==> src/rtl/lcd_write_sequencer.sv <==
// lcd_write_sequencer: single owner of the HD44780 4-bit LCD pins.
// Runs power-up initialisation, then round-robin arbitrates byte writes
// from two requesters and serialises each byte as two E-strobed nibbles.
//
// state     | meaning
// ----------+--------------------------------------------------------------
// POR_WAIT  | power-on settle time before the first init nibble
// INIT      | load the next init ROM nibble, then strobe it
// IDLE      | init complete; waiting for a request to arbitrate
// NIB_SETUP | RS/DATA driven, E low (setup time)
// NIB_E     | E high
// NIB_HOLD  | E low again, RS/DATA held (controller execution time)
// CLR_WAIT  | long wait after a clear/home command
module lcd_write_sequencer #(
    parameter int SETUP_CYCLES = 2,
    parameter int E_CYCLES     = 800,
    parameter int POR_CYCLES   = 300000,
    parameter int CLR_CYCLES   = 60000
) (
    input  logic       clk,
    input  logic       rst,
    input  logic       req0,
    input  logic       rs0,
    input  logic [7:0] data0,
    output logic       ack0,
    input  logic       req1,
    input  logic       rs1,
    input  logic [7:0] data1,
    output logic       ack1,
    output logic       lcd_rs,
    output logic       lcd_e,
    output logic [3:0] lcd_data,
    output logic       init_done,
    output logic       busy
);

    // One shared phase counter; sized for the longest wait. The nibble
    // phases are assumed to be shorter than the POR/clear waits.
    localparam int MAX_WAIT = (POR_CYCLES > CLR_CYCLES) ? POR_CYCLES : CLR_CYCLES;
    localparam int CW       = $clog2(MAX_WAIT + 1);

    localparam logic [CW-1:0] SETUP_LAST = CW'(SETUP_CYCLES - 1);
    localparam logic [CW-1:0] E_LAST     = CW'(E_CYCLES - 1);
    localparam logic [CW-1:0] POR_LAST   = CW'(POR_CYCLES - 1);
    localparam logic [CW-1:0] CLR_LAST   = CW'(CLR_CYCLES - 1);
    localparam logic [3:0]    INIT_LAST  = 4'd11;

    typedef enum logic [2:0] {
        POR_WAIT,
        INIT,
        IDLE,
        NIB_SETUP,
        NIB_E,
        NIB_HOLD,
        CLR_WAIT
    } state_t;

    state_t        state;
    state_t        state_next;
    logic [CW-1:0] cnt;
    logic [3:0]    init_idx;
    logic          lo_nib;
    logic          byte_rs;
    logic [7:0]    byte_val;
    logic          last_grant;

    logic          accept;
    logic          grant;
    logic          is_clr;
    logic [3:0]    nib_cur;
    logic          rs_cur;

    // Init sequence: three 0x3 wake-ups, 0x2 for 4-bit mode, then the
    // function-set / display-on / entry-mode / clear bytes split in nibbles.
    function automatic logic [3:0] init_nibble(input logic [3:0] idx);
        case (idx)
            4'd0, 4'd1, 4'd2: init_nibble = 4'h3;
            4'd3, 4'd4:       init_nibble = 4'h2;
            4'd5:             init_nibble = 4'h8;
            4'd7:             init_nibble = 4'hC;
            4'd9:             init_nibble = 4'h6;
            4'd11:            init_nibble = 4'h1;
            default:          init_nibble = 4'h0;
        endcase
    endfunction

    // Nibble to put on the pins: init ROM until init completes, else the
    // latched byte, high nibble first.
    always_comb begin
        is_clr  = !byte_rs && ((byte_val == 8'h01) || (byte_val == 8'h02));
        nib_cur = 4'h0;
        rs_cur  = 1'b0;
        if (!init_done) begin
            nib_cur = init_nibble(init_idx);
        end else begin
            nib_cur = lo_nib ? byte_val[3:0] : byte_val[7:4];
            rs_cur  = byte_rs;
        end
    end

    // Next-state logic and round-robin arbitration.
    always_comb begin
        state_next = state;
        accept     = 1'b0;
        grant      = 1'b0;
        case (state)
            POR_WAIT: begin
                if (cnt == POR_LAST) state_next = INIT;
            end
            INIT: begin
                state_next = NIB_SETUP;
            end
            IDLE: begin
                if (init_done && (req0 || req1)) begin
                    accept     = 1'b1;
                    grant      = req1 && (!req0 || !last_grant);
                    state_next = NIB_SETUP;
                end
            end
            NIB_SETUP: begin
                if (cnt == SETUP_LAST) state_next = NIB_E;
            end
            NIB_E: begin
                if (cnt == E_LAST) state_next = NIB_HOLD;
            end
            NIB_HOLD: begin
                if (cnt == E_LAST) begin
                    if (!init_done) begin
                        // the last init nibble completes the 0x01 clear
                        state_next = (init_idx == INIT_LAST) ? CLR_WAIT : INIT;
                    end else if (!lo_nib) begin
                        state_next = NIB_SETUP;
                    end else begin
                        state_next = is_clr ? CLR_WAIT : IDLE;
                    end
                end
            end
            CLR_WAIT: begin
                if (cnt == CLR_LAST) state_next = IDLE;
            end
            default: begin
                state_next = POR_WAIT;
            end
        endcase
    end

    // State register and phase counter; the counter restarts on every entry.
    always_ff @(posedge clk or posedge rst) begin
        if (rst) begin
            state <= POR_WAIT;
            cnt   <= '0;
        end else begin
            state <= state_next;
            cnt   <= (state_next != state) ? '0 : cnt + CW'(1);
        end
    end

    // Byte latch, nibble/init progress and arbitration history.
    always_ff @(posedge clk or posedge rst) begin
        if (rst) begin
            init_idx   <= 4'd0;
            lo_nib     <= 1'b0;
            byte_rs    <= 1'b0;
            byte_val   <= 8'h00;
            last_grant <= 1'b1;
        end else begin
            if (accept) begin
                byte_rs    <= grant ? rs1 : rs0;
                byte_val   <= grant ? data1 : data0;
                last_grant <= grant;
                lo_nib     <= 1'b0;
            end else if (state == NIB_HOLD && state_next == NIB_SETUP) begin
                lo_nib <= 1'b1;
            end
            if (state == NIB_HOLD && state_next == INIT) begin
                init_idx <= init_idx + 4'd1;
            end
        end
    end

    // Registered pin and status outputs. E follows the state by one cycle;
    // RS/DATA load during setup so they lead E and hold through the strobe.
    always_ff @(posedge clk or posedge rst) begin
        if (rst) begin
            ack0      <= 1'b0;
            ack1      <= 1'b0;
            lcd_e     <= 1'b0;
            lcd_rs    <= 1'b0;
            lcd_data  <= 4'h0;
            init_done <= 1'b0;
            busy      <= 1'b1;
        end else begin
            ack0  <= accept && !grant;
            ack1  <= accept && grant;
            lcd_e <= (state == NIB_E);
            if (state == NIB_SETUP) begin
                lcd_data <= nib_cur;
                lcd_rs   <= rs_cur;
            end
            busy <= (state_next != IDLE);
            if (state_next == IDLE) init_done <= 1'b1;
        end
    end

endmodule

==> config.mk <==
export PLATFORM = sky130hd
export DESIGN_NAME = lcd_write_sequencer
export DESIGN_NICKNAME = d
export VERILOG_FILES = /design/src/rtl/lcd_write_sequencer.sv
export SDC_FILE = /design/constraint.sdc
export NUM_CORES = 1
export LEC_CHECK = 0
export ABC_AREA = 1
export CAP_MARGIN = 20
export CORE_MARGIN = 1.5
export CORE_UTILIZATION = 30
export DETAILED_ROUTE_END_ITERATION = 12
export PLACE_DENSITY = 0.49
export SYNTH_ARGS = -nofsm -noshare
export SYNTH_HDL_FRONTEND = slang
export SYNTH_SLANG_ARGS = --single-unit
==> constraint.sdc <==
create_clock -name clk -period 2.7 [get_ports clk]
set_input_delay 0.54 -clock clk [delete_from_list [all_inputs] [get_ports clk]]
set_output_delay 0.54 -clock clk [all_outputs]
set_load 0.01 [all_outputs]
==> qor.yml <==
outcome:
  outcome: "finished, final reports clean"
timing:
  setup_violations: 0
  skew_ns: 0.00878
  slew_viol_final: 0
  grt_setup_unrepaired: "no"
  fmax_mhz: 451
  layout_min_cycle_time_ns: 2.22
  slew_headroom: 0.601
  hold_viol: 0
  worst_slew_pin_slew_ns: 0.598
  fin_setup_tns_ns: 0
  finalCritPeriodShare: 0.822
  holdWs_ns: 0.491
global_route:
  use_met3: 0.0195
  grt_pass1_vias: 2258
  grt_usage: 0.134
  antenna_found_initial: 0
  grt_use_met1: 0.194
  grt_max_degree: 48
  grt-ovfl-total: 0
  grt_pass1_wl_um: 10700
  grt_util_met2: 0.205
  grt.busiest_layer: "met2"
die:
  die_h_um: 99.9
  dieArea_um2: 9990
  die_w_um: 99.9
  start_util: 0.308
  coreArea_um2: 9150
  io_pins: 32
  num_rows: 35
logic_synthesis:
  ys_types: 34
  syn_inst: 356
  avgSynthCellArea_um2: 7.92
  ys_ff_latch: 47
  ys_warn_count: 0
  yosysSeqAreaShare: 0.418
  syn_area_um2: 2820
  synth_nets: 386
power_and_ir_drop:
  powerDensity_nw_per_um2: 352
  vdd_ir_drop_max_uv: 178
  p_switching_mw: 0.252
  swShare: 0.216
  combPwrFrac: 0.039
  sequentialPowerShare: 0.604
  p_int_mw: 0.913
  clockPowerShare: 0.357
  power_leakage_nw: 1.51
place:
  place_area_um2: 3230
  gp_congestion: 0.788
  port_buffers: 31
  dp_hpwl_um: 4600
  dp_cells: 493
route:
  wl_per_cell_um: 12.2
  first_pass_iters: 4
  routed_wl_um: 6130
  via_count: 2296
  drc: 0
  ant_nets: 0
  viasPerCell: 4.58
  drt_iter0_markers: 64
worst_setup_path:
  worstPathMaxFanout: 19
  worstPathArrival_ns: 2.40
  cp.required_ns: 2.88
  r2r_cells: 12
  startpoint_type: "flop"
  crit_type: "reg2reg"
  end_kind: "flop"
finish:
  area_growth_pct: 17.4
  final_nets: 419
  final_area_um2: 3310
  finalNonFillerCells: 501
  drive_above_1_share: 0.100
  diodes: 0
cts:
  clk_pin_slew_ns: 0.09
  cts.repair.resized: 0
  hold_buffers: 0
  htreeDepth: 2
  cts_buffer_depth: 2
  worstSkewPairLatency_ns: 0.30
  clkSinkCount: 47
  cts-root-buf: "clkbuf_8"
  post_cts_buffers: 0
  cts_buffers: 5
  cts_tree: "built"
hold_path:
  hold_path_class: "reg2reg"
  whs_path_depth: 2
run:
  cap_violations: 0
## cell type report
cell class | instances | area [um2]
clock buffer | 7 | 76.3
clock inverter | 1 | 5.00
fill | 956 | 5840
inverter | 50 | 188
multi-input combinational | 251 | 1390
sequential | 47 | 1180
tap | 111 | 139
timing repair buffer | 34 | 333
## path summary, 6_finish.rpt
check	start	slack, ns	to
worst max-delay path	cnt[0]$_DFF_PP0_	0.48	cnt[3]$_DFF_PP0_
worst min-delay path	lcd_rs$_DFFE_PP0P_	0.49	lcd_rs$_DFFE_PP0P_
worst max register to register	cnt[0]$_DFF_PP0_	0.48	cnt[3]$_DFF_PP0_
worst min register to register	lcd_rs$_DFFE_PP0P_	0.49	lcd_rs$_DFFE_PP0P_
max in group asynchronous	rst	1.59	lcd_data[0]$_DFFE_PP0P_
min in group asynchronous	rst	0.71	cnt[9]$_DFF_PP0_
## worst max-delay path, cell delays in order (launching register included)
cell,delay (ns)
dfrtp_1,0.45
ha_1,0.29
nand3_4,0.13
nor2_2,0.20
nand3_2,0.11
nand2_1,0.07
nand2_1,0.06
nor2_2,0.17
nand2_1,0.07
nand2_1,0.09
nor2_2,0.05
nand2_4,0.31
nor2_1,0.08
## per-layer routing
metal | share of wire | up-vias
li1 | - | 1200
met1 | 0.53 | 1062
met2 | 0.44 | 27
met3 | 0.023 | 7
met4 | 0.016 | 0
met5 | 0 | -
## stage by stage
step / total power [mW] / worst slack (ns) / utilization
global placement: 0.764 / 0.397 / 0.353
detailed placement: 0.764 / 0.378 / 0.353
global route: 1.22 / 0.270 / 0.362
CTS: 1.19 / 0.474 / 0.362
floorplan: 0.728 / 0.825 / -
finish: 1.16 / 0.482 / 0.362
## Yosys cell counts, drive strengths merged
master,count,share of area
nand4,9,0.020
nand3b,1,0.0040
o21ai,26,0.047
dfrtp,45,0.40
nor3,6,0.016
dfstp,2,0.019
inv,50,0.067
xnor2,5,0.016
o211ai,2,0.0053
o22ai,9,0.020
nor4,3,0.0067
a31oi,3,0.0067
xor2,10,0.031
nand3,22,0.047
buf,5,0.018
ha,8,0.036
nand2,69,0.095
clkbuf,3,0.0040
a21oi,5,0.0089
nor2,72,0.13
o31ai,1,0.0027
## cells by family (layout without fill, tap and decap cells)
kind of cell	Yosys count	count (layout)	synth area share
buf+inv	58	92	0.0888
flops	47	47	0.418
compound gates	46	46	0.0910
simple gates	182	182	0.320
fa+ha+maj	8	8	0.0355
xor+xnor	15	15	0.0466
## registers in the layout, summed over array words and instances, names as in the netlist
| name | flops |
|---|---|
| ack0 | 1 |
| byte_val | 8 |
| lcd_rs | 1 |
| lo_nib | 1 |
| lcd_e | 1 |
| lcd_data | 4 |
| cnt | 19 |
| ack1 | 1 |
| last_grant | 1 |
| init_idx | 4 |
| busy | 1 |
| byte_rs | 1 |
| state | 3 |
| init_done | 1 |
## cell usage in the layout, fill, tap and decap left out
| cell | netlist | layout |
|---|---|---|
| clkdlybuf4s50_1 | 0 | 31 |
| inv_1 | 49 | 48 |
| inv_2 | 1 | 2 |
| o21ai_0 | 25 | 25 |
| o31ai_1 | 1 | 1 |
| nand3_4 | 1 | 1 |
| nand3_2 | 2 | 2 |
| nand2_4 | 1 | 1 |
| a31oi_1 | 3 | 3 |
| dfrtp_1 | 45 | 45 |
| buf_4 | 0 | 3 |
| xnor2_1 | 5 | 5 |
| ha_1 | 8 | 8 |
| xor2_1 | 10 | 10 |
| nand3_1 | 19 | 19 |
| nor2_2 | 6 | 6 |
| nand2_2 | 1 | 1 |
| nor3_1 | 4 | 4 |
| nor3_2 | 1 | 1 |
| nand2_1 | 67 | 67 |
| clkbuf_8 | 0 | 5 |
| clkbuf_1 | 3 | 2 |
| clkinv_2 | 0 | 1 |
| nor2_1 | 55 | 55 |
| nor2_4 | 11 | 11 |
| nor4_1 | 3 | 3 |
| nand3b_2 | 1 | 1 |
| o211ai_1 | 2 | 2 |
| o21ai_2 | 1 | 1 |
| dfstp_2 | 2 | 2 |
| nor3_4 | 1 | 1 |
| a21oi_1 | 5 | 5 |
| o22ai_1 | 9 | 9 |
| nand4_1 | 9 | 9 |
## power by group through the flow
| stage | registers (mW) | logic [mW] | clock network, mW |
|---|---|---|---|
| floorplan | 0.717 | 0.0107 | 0 |
| global placement | 0.717 | 0.0470 | 0 |
| detailed placement | 0.717 | 0.0472 | 0 |
| CTS | 0.703 | 0.0473 | 0.442 |
| global route | 0.704 | 0.0511 | 0.464 |
| finish | 0.703 | 0.0453 | 0.416 |
Power figures use the tool's default switching activity.
